--- src/rtl/mac_result_requant.sv ---
// ============================================================================
// Module      : mac_result_requant
// Description : Delta / round / shift / saturate stage for MAC accumulator
//               results, followed by a small drop-on-full FIFO with valid/ready.
//               Optional ReLU clamp enabled by defining MAC_REQUANT_RELU_EN.
// Revision    : 1.0 - initial release
// ============================================================================
`default_nettype none

module mac_result_requant #(
    parameter int ACC_W = 32,
    parameter int OUT_W = 16,
    parameter int DEPTH = 4
) (
    input  logic                       clk,
    input  logic                       rst,
    input  logic [ACC_W-1:0]           acc_in,
    input  logic                       acc_valid,
    input  logic [4:0]                 cfg_shift,
    input  logic                       cfg_delta,
    input  logic                       cfg_relu,
    input  logic                       clr_flags,
    output logic [OUT_W-1:0]           m_data,
    output logic                       m_valid,
    input  logic                       m_ready,
    output logic [$clog2(DEPTH):0]     fifo_count,
    output logic                       sat_flag,
    output logic                       ovf_flag
);

    localparam int c_ptr_w = $clog2(DEPTH);
    localparam int c_cnt_w = c_ptr_w + 1;
    localparam logic [c_cnt_w-1:0] c_full = c_cnt_w'(DEPTH);
    localparam logic signed [ACC_W:0] c_max = {{(ACC_W-OUT_W+2){1'b0}}, {(OUT_W-1){1'b1}}};
    localparam logic signed [ACC_W:0] c_min = {{(ACC_W-OUT_W+2){1'b1}}, {(OUT_W-1){1'b0}}};

    logic [ACC_W-1:0]   prev_acc_q, prev_acc_d;
    logic               s1_valid_q, s1_valid_d;
    logic [ACC_W-1:0]   s1_d_q, s1_d_d;
    logic [4:0]         s1_shift_q, s1_shift_d;
`ifdef MAC_REQUANT_RELU_EN
    logic               s1_relu_q, s1_relu_d;
`else
    logic               w_unused_relu;
    assign w_unused_relu = cfg_relu;
`endif

    logic [OUT_W-1:0]   mem_q [DEPTH];
    logic [OUT_W-1:0]   mem_d [DEPTH];
    logic [c_ptr_w-1:0] wr_ptr_q, wr_ptr_d, rd_ptr_q, rd_ptr_d;
    logic [c_cnt_w-1:0] count_q, count_d;
    logic               sat_q, sat_d, ovf_q, ovf_d;

    logic signed [ACC_W:0] w_ext, w_rnd, w_sum, w_shr;
    logic [OUT_W-1:0]      w_res;
    logic                  w_clip, w_pop, w_push_ok;

    // S1: delta and configuration capture; prev_acc tracks every accepted value
    always_comb begin
        prev_acc_d = prev_acc_q;
        s1_d_d     = s1_d_q;
        s1_shift_d = s1_shift_q;
        s1_valid_d = acc_valid;
`ifdef MAC_REQUANT_RELU_EN
        s1_relu_d  = s1_relu_q;
`endif
        if (acc_valid) begin
            prev_acc_d = acc_in;
            s1_d_d     = cfg_delta ? (acc_in - prev_acc_q) : acc_in;
            s1_shift_d = cfg_shift;
`ifdef MAC_REQUANT_RELU_EN
            s1_relu_d  = cfg_relu;
`endif
        end
    end

    // S2: one extra bit of headroom keeps the rounding add from overflowing
    always_comb begin
        w_ext = {s1_d_q[ACC_W-1], s1_d_q};
`ifdef MAC_REQUANT_RELU_EN
        if (s1_relu_q && w_ext[ACC_W]) begin
            w_ext = '0;
        end
`endif
        w_rnd = '0;
        if (s1_shift_q != 5'd0) begin
            w_rnd = (ACC_W+1)'(1) << (s1_shift_q - 5'd1);
        end
        w_sum  = w_ext + w_rnd;
        w_shr  = w_sum >>> s1_shift_q;
        w_clip = 1'b0;
        w_res  = w_shr[OUT_W-1:0];
        if (w_shr > c_max) begin
            w_res  = c_max[OUT_W-1:0];
            w_clip = 1'b1;
        end else if (w_shr < c_min) begin
            w_res  = c_min[OUT_W-1:0];
            w_clip = 1'b1;
        end
    end

    // FIFO: a full FIFO still accepts a push when the head pops on the same edge
    always_comb begin
        w_pop     = (count_q != '0) && m_ready;
        w_push_ok = s1_valid_q && ((count_q != c_full) || w_pop);
        mem_d     = mem_q;
        wr_ptr_d  = wr_ptr_q;
        rd_ptr_d  = rd_ptr_q;
        count_d   = count_q;
        if (w_push_ok) begin
            mem_d[wr_ptr_q] = w_res;
            wr_ptr_d        = wr_ptr_q + 1'b1;
        end
        if (w_pop) begin
            rd_ptr_d = rd_ptr_q + 1'b1;
        end
        case ({w_push_ok, w_pop})
            2'b10:   count_d = count_q + 1'b1;
            2'b01:   count_d = count_q - 1'b1;
            default: count_d = count_q;
        endcase
        sat_d = (sat_q && !clr_flags) || (s1_valid_q && w_clip);
        ovf_d = (ovf_q && !clr_flags) || (s1_valid_q && !w_push_ok);
    end

    always_ff @(posedge clk or posedge rst) begin
        if (rst) begin
            prev_acc_q <= '0;
            s1_valid_q <= 1'b0;
            s1_d_q     <= '0;
            s1_shift_q <= '0;
`ifdef MAC_REQUANT_RELU_EN
            s1_relu_q  <= 1'b0;
`endif
            for (int i = 0; i < DEPTH; i++) begin
                mem_q[i] <= '0;
            end
            wr_ptr_q   <= '0;
            rd_ptr_q   <= '0;
            count_q    <= '0;
            sat_q      <= 1'b0;
            ovf_q      <= 1'b0;
        end else begin
            prev_acc_q <= prev_acc_d;
            s1_valid_q <= s1_valid_d;
            s1_d_q     <= s1_d_d;
            s1_shift_q <= s1_shift_d;
`ifdef MAC_REQUANT_RELU_EN
            s1_relu_q  <= s1_relu_d;
`endif
            mem_q      <= mem_d;
            wr_ptr_q   <= wr_ptr_d;
            rd_ptr_q   <= rd_ptr_d;
            count_q    <= count_d;
            sat_q      <= sat_d;
            ovf_q      <= ovf_d;
        end
    end

    assign m_data     = mem_q[rd_ptr_q];
    assign m_valid    = (count_q != '0);
    assign fifo_count = count_q;
    assign sat_flag   = sat_q;
    assign ovf_flag   = ovf_q;

endmodule

`default_nettype wire

--- config.mk ---
export PLATFORM = sky130hd
export DESIGN_NAME = mac_result_requant
export DESIGN_NICKNAME = d
export VERILOG_FILES = /design/src/rtl/mac_result_requant.sv
export SDC_FILE = /design/constraint.sdc
export NUM_CORES = 1
export LEC_CHECK = 0
export BUFFER_PORTS_ARGS = -buffer_cell sky130_fd_sc_hd__buf_2
export CORE_UTILIZATION = 50
export DETAILED_ROUTE_END_ITERATION = 10
export PLACE_DENSITY = 0.79
export RECOVER_POWER = 50
export SYNTH_ARGS = -nofsm -noshare
export SYNTH_HDL_FRONTEND = slang
export SYNTH_SLANG_ARGS = --single-unit
--- constraint.sdc ---
create_clock -name clk -period 6.41 [get_ports clk]
set_input_delay 1.282 -clock clk [delete_from_list [all_inputs] [get_ports clk]]
set_output_delay 1.282 -clock clk [all_outputs]
set_load 0.05 [all_outputs]
# After elaboration in Yosys (flattened, before gate mapping)
# Cells that the tools add are included.
# Widths: inputs -> output; s select.
[totals] regBits=143 inputBits=44
[classes] n_addsub=7 order_cmp=5 n_eq_ne=3 shifts=2 mux=13 bitwise=2 reduce_logical=15
[op_table] operator="$mux 16" count=5
[op_table] operator="$bwmux 64" count=1
[op_table] operator="$add 32x33->33" count=1
[op_table] operator="$gt 33x16->1 const B" count=1
[op_table] operator="$lt 33x16->1 const B" count=1
[op_table] operator="$mux 33" count=1
[op_table] operator="$shl 1x5->33 const A" count=1
[op_table] operator="$sshr 33x5->33" count=1
[op_table] operator="$bmux 16 s2" count=1
[op_table] operator="$demux 16 s2" count=1
[op_table] operator="$mux 32" count=1
[op_table] operator="$sub 32x32->32" count=1
[op_table] operator="$logic_and 1x1->1" count=7
[op_table] operator="$ge 3x3->1 const B" count=2
[op_table] operator="$not 2->3" count=2
[op_table] operator="$pmux 3 s2" count=1
[op_table] operator="$reduce_bool 5->1" count=1
[op_table] operator="$sub 5x1->5 const B" count=1
[op_table] operator="$add 2x1->2 const B" count=2
[op_table] operator="$add 3x1->3 const B" count=1
[op_table] operator="$logic_or 1x1->1" count=3
[op_table] operator="$lt 3x1->1 const B" count=1
[op_table] operator="$ne 3x3->1 const B" count=1
[op_table] operator="$reduce_bool 3->1" count=1
[op_table] operator="other kinds (6)" count=8

# Logic depth before layout (Yosys ltp)
# Gate-level depths: netlist (run 1).
[logic_depth] depth_word=10 mapped_depth=24

# Worst setup path before layout (run 1)
# Ideal clock, no wire load.
[synth_path] path_type="register to register" from="reg s1_shift_q[3]" to="reg mem_q[43] in the netlist's numbering" setup_ns=0.131 t_arrival_ns=5.041 required_time_ns=6.279 path_slack_ns=1.238 path_stages_with_launch=24 synth_period_minus_slack_ns=5.172 cell_sequence="dfrtp_1 > clkbuf_1 > clkbuf_1 > clkbuf_1 > clkbuf_1 > nand3_1 > nor2_1 > ha_1 > buf_2 > and3_1 > or3b_1 > a221oi_2 > a21bo_1 > a41o_1 > o21ai_1 > o21ai_1 > mux4_2 > nand2_1 > and4b_1 > a311o_1 > nand2_2 > buf_6 > buf_12 > o211ai_2"
[synth_between] elab_chain_len=9
[synth_lines] item="start: declaration" line="40" text="logic [4:0] s1_shift_q, s1_shift_d;"
[synth_lines] item="start signal: assignment" line="147" text="s1_shift_q <= s1_shift_d;"
[synth_lines] item="$sub 5x1->5" line="87" text="w_rnd = (ACC_W+1)'(1) << (s1_shift_q - 5'd1);"
[synth_lines] item="$shl 1x5->33" line="87"
[synth_lines] item="$mux 33" line="86" text="if (s1_shift_q != 5'd0) begin"
[synth_lines] item="$add 32x33->33" line="89" text="w_sum = w_ext + w_rnd;"
[synth_lines] item="$sshr 33x5->33 *" line="90" text="w_shr = w_sum >>> s1_shift_q;"
[synth_lines] item="$lt 33x16->1" line="96" text="end else if (w_shr < c_min) begin"
[synth_lines] item="$mux 16" line="96"
[synth_lines] item="$mux 16 *" line="93" text="if (w_shr > c_max) begin"
[synth_lines] item="$bwmux 64 *" line="111" text="mem_d[wr_ptr_q] = w_res;"
[synth_lines] item="end signal: assignment" line="151" text="mem_q <= mem_d;"
[synth_lines] item="end: declaration" line="48" text="logic [OUT_W-1:0] mem_q [DEPTH];"
# Mark *: on every way between the ends. The rest lies on a longest branch, timed or not.
# A chain may end at the register's enable or synchronous reset.

# Worst setup path after layout (run 1)
[layout_path] from="reg s1_shift_q[3]" to="reg mem_q[17] in the netlist's numbering"
# Same word-level chain as after synthesis.

==> results of run 1 <==
-- metal layers --
layer,vias up,GRT usage (%),part of all wire (%)
li1,5644,-,-
met2,467,47.1,48
met3,91,3.78,5.7
met5,-,0,0
met4,0,11.7,3.2
met1,5573,36.4,43
-- registers in the layout (all words and copies together), names as in the netlist --
signal / flops
prev_acc_q: 32
s1_valid_q: 1
s1_d_q: 32
sat_flag: 1
rd_ptr_q: 2
ovf_flag: 1
s1_shift_q: 5
mem_q: 64
wr_ptr_q: 2
fifo_count: 3
-- cell type report --
class                   instances  area [um2]  area share, %
multi-input cells            1231        8430           61.2
flip-flops and latches        143        3580           26.0
repair buffers                 91         508           3.69
clock buffers                  17         425           3.09
well taps                     324         405           2.94
inverters                      63         238           1.73
clock inverters                15         185           1.35
-- kinds of logic (layout without fill, tap and decap cells) --
group / count (synthesis) / count (layout) / share of synthesized area, %
and+or+nand+nor: 565 / 565 / 20.3
AOI/OAI and AO/OA: 438 / 438 / 24.1
buffers and inverters: 161 / 186 / 5.26
DFF: 143 / 143 / 28.3
muxes: 101 / 101 / 10.9
adders and majority gates: 71 / 71 / 7.20
xor gates and xnor gates: 55 / 55 / 3.93
other: 1 / 1 / 0.0296
-- worst max-delay path, stage by stage, from the launching register on --
cell	delay, ns
dfrtp_1	0.44
nor2_1	0.44
nand2_1	0.30
nor2_1	0.16
ha_1	0.23
inv_1	0.07
fa_1	0.40
nand2b_1	0.22
a21oi_4	0.22
o2111ai_1	0.30
a21oi_1	0.34
nor4_1	0.10
a2111oi_1	0.59
mux2i_1	0.26
a21o_1	0.24
o22a_1	0.19
nor4_1	0.28
nand4_1	0.45
a32oi_2	0.50
o21ai_1	0.13
-- cells in the final DEF (no fill, tap or decap), types with 9 or more instances in the layout --
cell	synthesis	routed
nand2_1	220	220
dfrtp_1	143	143
a21oi_1	95	95
o211ai_1	43	43
nand3_1	46	42
xnor2_1	36	36
mux2i_1	54	54
buf_2	18	57
o211ai_2	12	12
a211oi_1	19	19
a21o_1	30	30
o21ai_1	11	11
and2_1	17	16
and3_1	12	12
a31oi_1	28	28
nor2_1	142	142
xor2_1	17	17
clkbuf_16	0	17
nand4_1	35	35
nand2b_1	26	26
ha_1	68	68
o21a_1	14	14
o21ai_0	86	86
buf_4	2	25
nor2b_1	9	9
mux4_2	27	27
nor3_1	23	23
inv_1	62	61
mux2_2	20	20
-- timing repair --
item / in CTS / in global routing
setup endpoints to repair: 0 / 61
endpoints found under the hold margin: 0 / 0
gates resized for setup: 0 / 5
-- stage by stage --
| step | std cells | hold WS, ns | cell area, um2 | utilization [%] | total power (uW) |
|---|---|---|---|---|---|
| floorplan | 1535 | 0.445 | 12600 | - | 3370 |
| global placement | 1852 | 0.457 | 13200 | 53.6 | 3850 |
| detailed placement | 1852 | 0.472 | 13200 | 53.6 | 3930 |
| CTS | 1884 | 0.488 | 13800 | 56.1 | 5010 |
| global route | 1884 | 0.503 | 13800 | 56.1 | 5330 |
| finish | 1884 | 0.480 | 13800 | 56.1 | 5020 |
-- power groups by stage --
stage / clock (uW) / sequential, uW / combinational, uW
after floorplan: 0 / 1350 / 2030
after global placement: 0 / 1360 / 2490
after detailed placement: 0 / 1380 / 2550
after CTS: 1080 / 1370 / 2560
after global routing: 1110 / 1400 / 2810
final: 1060 / 1370 / 2590
-- worst max path at each step --
stage	to	slack (ns)
2_1_floorplan	mem_q[43]$_DFFE_PP0P_	1.24
3_3_place_gp	mem_q[32]$_DFFE_PP0P_	0.33
3_5_place_dp	mem_q[37]$_DFFE_PP0P_	0.19
4_1_cts	mem_q[52]$_DFFE_PP0P_	0.17
5_1_grt	mem_q[59]$_DFFE_PP0P_	0.01
6_report	mem_q[17]$_DFFE_PP0P_	0.40
==> results.toml, run 1 <==
[min_path]
hold_start = "mem_q[15]$_DFFE_PP0P_"
hold_class = "flip-flop to flip-flop"
holdPathEnd = "mem_q[15]$_DFFE_PP0P_"
hold_depth = 2

[critical_path]
worst_ep_arrival_time_ns = 6.29
cp-end-kind = "flip-flop"
r2r_cells = 19
path_class = "flip-flop to flip-flop"
crit_required_ns = 6.69
start_kind = "flip-flop"
r2r_start = "s1_shift_q[3]$_DFFE_PP0P_"
startpoint = "s1_shift_q[3]$_DFFE_PP0P_"
reg2reg_to = "mem_q[17]$_DFFE_PP0P_"
worstPathMaxFanout = 7
ff2ff_setup_slack_ns = 0.40

[logic_synthesis]
synth_cell_types = 94
syn_inst = 1535
synth_edf_count = 0
ys_ff_latch = 143
syn-num-nets = 1650
synth_top_cell_area_share_pct = 28.3
synth_ff_type = "dfrtp_1"
synth_area_leaders = "dfrtp_1 28%, ha_1 6.7%, nand2_1 6.5%, mux4_2 4.8%, mux2i_1 4.3%"
ys_async_sr_fraction_pct = 100
synth-seq-area-share_pct = 28.3
synth.avg_cell_area_um2 = 8.24
synth-warning-count = 0
netlist_area_um2 = 12600
yosysMostFrequentCell = "nand2_1"
synth_top_area_cell = "dfrtp_1"
netlist_top_cells_count = "220 x nand2_1, 143 x dfrtp_1, 142 x nor2_1"

[power_and_ir_drop]
power_frac_comb_pct = 51.5
p_int_uw = 2710
p_per_area_nw_per_um2 = 364
power.leakage_uw = 0.00607
clkPwrFrac_pct = 21.2
p_switching_uw = 2310
ir_drop_mv = 0.372
power_frac_seq_pct = 27.3
p_sw_share_pct = 46.1

[floorplan]
ioPinCount = 66
start_util_pct = 51.6
fp.dieH_um = 161
die_area_um2 = 25900
rows = 57
core_um2 = 24500
dieWidth_um = 161

[cells_and_area]
antennaDiodeCount = 0
fillers = 2277
area_growth_syn_to_layout_pct = 8.83
nNetsFinal = 1662
drive_above_1_share_pct = 13.2

[timing]
fmax_mhz = 166
post-route-period-util_pct = 93.7
rsz0062_at_grt = "false"
worst_slack_ns = 0.402
slew_headroom_pct = -130
hold_viol = 0
worstMarginPinSlew_ns = 3.44
min_period_ns = 6.01
setup_viol = 0
finalMaxSlewViolations = 285
setup_tns_ns = 0
clock_skew_ns = 0.0155

[clock_network]
path_clk_slew_ns = 0.07
cts_setup_buffers = 0
cts_buffer_depth = 2
cts-root-buf = "clkbuf_16"
insertion_delay_ns = 0.43
cts_max_level = 4
tritoncts = "built"
cts_buffers = 17
holdBufCountCts = 0
clock_sinks = 143

[global_routing]
grt_pass1_vias = 11500
grt_max_degree = 85
grt_pass1_wl_mm = 58.9
gr-usage-all-layers_pct = 28.1
grt_overflow = 0
antenna_found_initial = 0

[placed_design]
gp_congestion = 0.988
place_ws_ns = 0.189
dp_hpwl_mm = 25.8
port_buffers = 64

[run_status]
violations = "capacitance limit, slew limit"
run_status = "finished, violations left"

[routing]
via_count = 11800
avgRoutedWirePerCell_um = 18.7
viasPerCell = 6.25
ant_nets = 0
drtIter0Drc = 1275
drc_errors = 0
first_pass_iters = 5
wirelength_mm = 35.2

[run]
cap_violations = 4
Power figures use the tool's default switching activity.
==> inputs of run 2 (changes only) <==
--- a/config.mk
+++ b/config.mk
@@ -8,7 +8,7 @@
 export BUFFER_PORTS_ARGS = -buffer_cell sky130_fd_sc_hd__buf_2
 export CORE_UTILIZATION = 50
 export DETAILED_ROUTE_END_ITERATION = 10
-export PLACE_DENSITY = 0.79
+export PLACE_DENSITY = 0.71
 export RECOVER_POWER = 50
 export SYNTH_ARGS = -nofsm -noshare
 export SYNTH_HDL_FRONTEND = slang
==> results.toml, run 2 (synthesis gave the netlist of run 1 again) <==
[run_status]
run_status = "finished, violations left"
violations = "capacitance limit, slew limit"

[cells_and_area]
area_growth_syn_to_layout_pct = 8.19
drive_above_1_share_pct = 13.0
reg_top3 = "mem_q x64, prev_acc_q x32, s1_d_q x32"
mostFrequentLayoutCells = "219 x nand2_1, 143 x dfrtp_1, 142 x nor2_1, 95 x a21oi_1, 85 x o21ai_0"
stdcell_area_um2 = 13700
antennaDiodeCount = 0
largest_reg_flops = 64
final_core_util_pct = 55.8
final_common_cell = "nand2_1"
nNetsFinal = 1658
largest_register = "mem_q"

[critical_path]
crit_required_ns = 6.69
crit_path_top_delay_cell = "mux4_2"
path_cells = "inv_1 > nand2_1 > inv_1 > nand3_1 > inv_1 > ha_1 > a211oi_2 > o211ai_2 > a22oi_2 > a21oi_1 > o21ba_2 > xnor2_2 > o21ai_1 > mux4_2 > nor4_1 > nand4_1 > a32oi_2 > o21ai_1"
r2r_start = "s1_shift_q[0]$_DFFE_PP0P_"
crit_path_frequent_cell = "inv_1"
reg2reg_to = "mem_q[17]$_DFFE_PP0P_"
start_kind = "flip-flop"
cp_num_buf_inv = 3
r2r_cells = 18
cp-end-kind = "flip-flop"
worst_ep_arrival_time_ns = 6.36
worstPathMaxFanout = 9
startpoint = "s1_shift_q[0]$_DFFE_PP0P_"
cp_top_family = "compound AO/OA/AOI/OAI gates"
slowest_delay_ns = 0.55
path_class = "flip-flop to flip-flop"
ff2ff_setup_slack_ns = 0.33

[timing]
min_period_ns = 6.08
post-route-period-util_pct = 94.8
setup_viol = 0
setup_tns_ns = 0
rsz0062_at_grt = "false"
finalMaxSlewViolations = 227
slew_headroom_pct = -163
whs_ns = 0.483
clock_skew_ns = 0.0145
hold_viol = 0
fmax_mhz = 165
worstMarginPinSlew_ns = 3.93

[routing]
ant_nets = 0
drtIter0Drc = 909
first_pass_iters = 7
drc_errors = 0
wirelength_mm = 34.9
viasPerCell = 6.22
via_count = 11700
avgRoutedWirePerCell_um = 18.6

[run]
cap_violations = 3

[global_routing]
gr-usage-all-layers_pct = 27.6
antenna_found_initial = 0
grt_overflow = 0
grt_max_degree = 95
grt_pass1_wl_mm = 57.8
grt_pass1_vias = 11100

[power_and_ir_drop]
p_per_area_nw_per_um2 = 360
ir_drop_mv = 0.342
power.leakage_uw = 0.00603

[floorplan]
dieWidth_um = 161
die_area_um2 = 25900
start_util_pct = 51.6
core_um2 = 24500
rows = 57
ioPinCount = 66
fp.dieH_um = 161

[clock_network]
cts_buffers = 17
clock_sinks = 143
cts-root-buf = "clkbuf_16"
insertion_delay_ns = 0.44
cts_buffer_depth = 2
tritoncts = "built"
holdBufCountCts = 0
path_clk_slew_ns = 0.07
cts_max_level = 4

[min_path]
hold_start = "mem_q[15]$_DFFE_PP0P_"
hold_depth = 2
hold_class = "flip-flop to flip-flop"
holdPathEnd = "mem_q[15]$_DFFE_PP0P_"

[placed_design]
port_buffers = 64
placed_cell_area_um2 = 13100
dp_hpwl_mm = 25.3
gp_congestion = 0.963
==> run 2: cell count changes in the layout (fill, tap and decap cells not counted), moves of 2 or more <==
cell	change
clkbuf_8	+2
clkinvlp_4	+2
inv_8	-4
bufinv_16	-2
buf_4	-4
==> run 2: worst reg2reg max path, cell delays in order, from the launching register on <==
cell and delay (ns):
dfrtp_1 0.52, inv_1 0.16, nand2_1 0.36, inv_1 0.22, nand3_1 0.20, inv_1 0.07, ha_1 0.30, a211oi_2 0.29
o211ai_2 0.21, a22oi_2 0.36, a21oi_1 0.20, o21ba_2 0.30, xnor2_2 0.38, o21ai_1 0.23, mux4_2 0.55, nor4_1 0.35
nand4_1 0.54, a32oi_2 0.54, o21ai_1 0.15
==> run 2: cell type report <==
| type | instances | area, um2 |
|---|---|---|
| well taps | 324 | 405 |
| inverters | 63 | 238 |
| multi-input cells | 1231 | 8430 |
| clock buffers | 20 | 457 |
| flip-flops and latches | 143 | 3580 |
| repair buffers | 87 | 479 |
| fillers | 2304 | 10800 |
| clock inverters | 12 | 100 |
==> run 2: metal layers <==
| layer | GRT usage [%] | wire (um) | share of wire, % | vias to the layer above |
|---|---|---|---|---|
| met5 | 0 | 0 | 0 | - |
| met4 | 10.2 | 1010 | 2.9 | 0 |
| met3 | 4.44 | 2370 | 6.8 | 74 |
| met2 | 43.2 | 15600 | 45 | 436 |
| met1 | 38.5 | 15900 | 46 | 5551 |
| li1 | - | - | - | 5630 |
==> run 2: what timing repair did <==
action                     CTS  global route
setup endpoints to repair    0            49
setup buffers                0             0
gates resized for setup      0             6
==> run 2: worst max-delay path by stage <==
stage,end,depth (start not counted)
2_1_floorplan,mem_q[43]$_DFFE_PP0P_,23
3_3_place_gp,mem_q[32]$_DFFE_PP0P_,18
3_5_place_dp,mem_q[39]$_DFFE_PP0P_,18
4_1_cts,mem_q[32]$_DFFE_PP0P_,18
5_1_grt,mem_q[59]$_DFFE_PP0P_,19
6_report,mem_q[17]$_DFFE_PP0P_,18
==> run 2: power by group <==
group / switching [uW] / leakage [uW] / internal (uW) / total, uW
Combinational: 1620 / 0.00404 / 929 / 2550
Sequential: 213 / 0.00172 / 1180 / 1390
Clock: 446 / 0.000266 / 525 / 972
==> run 2: per-stage QoR <==
step,setup WS (ns),cells,total power [uW]
finish,0.333,1880,4920
global route,0.0361,1880,5240
CTS,0.310,1880,4910
detailed placement,0.331,1848,3930
global placement,0.343,1848,3870
floorplan,1.24,1535,3370
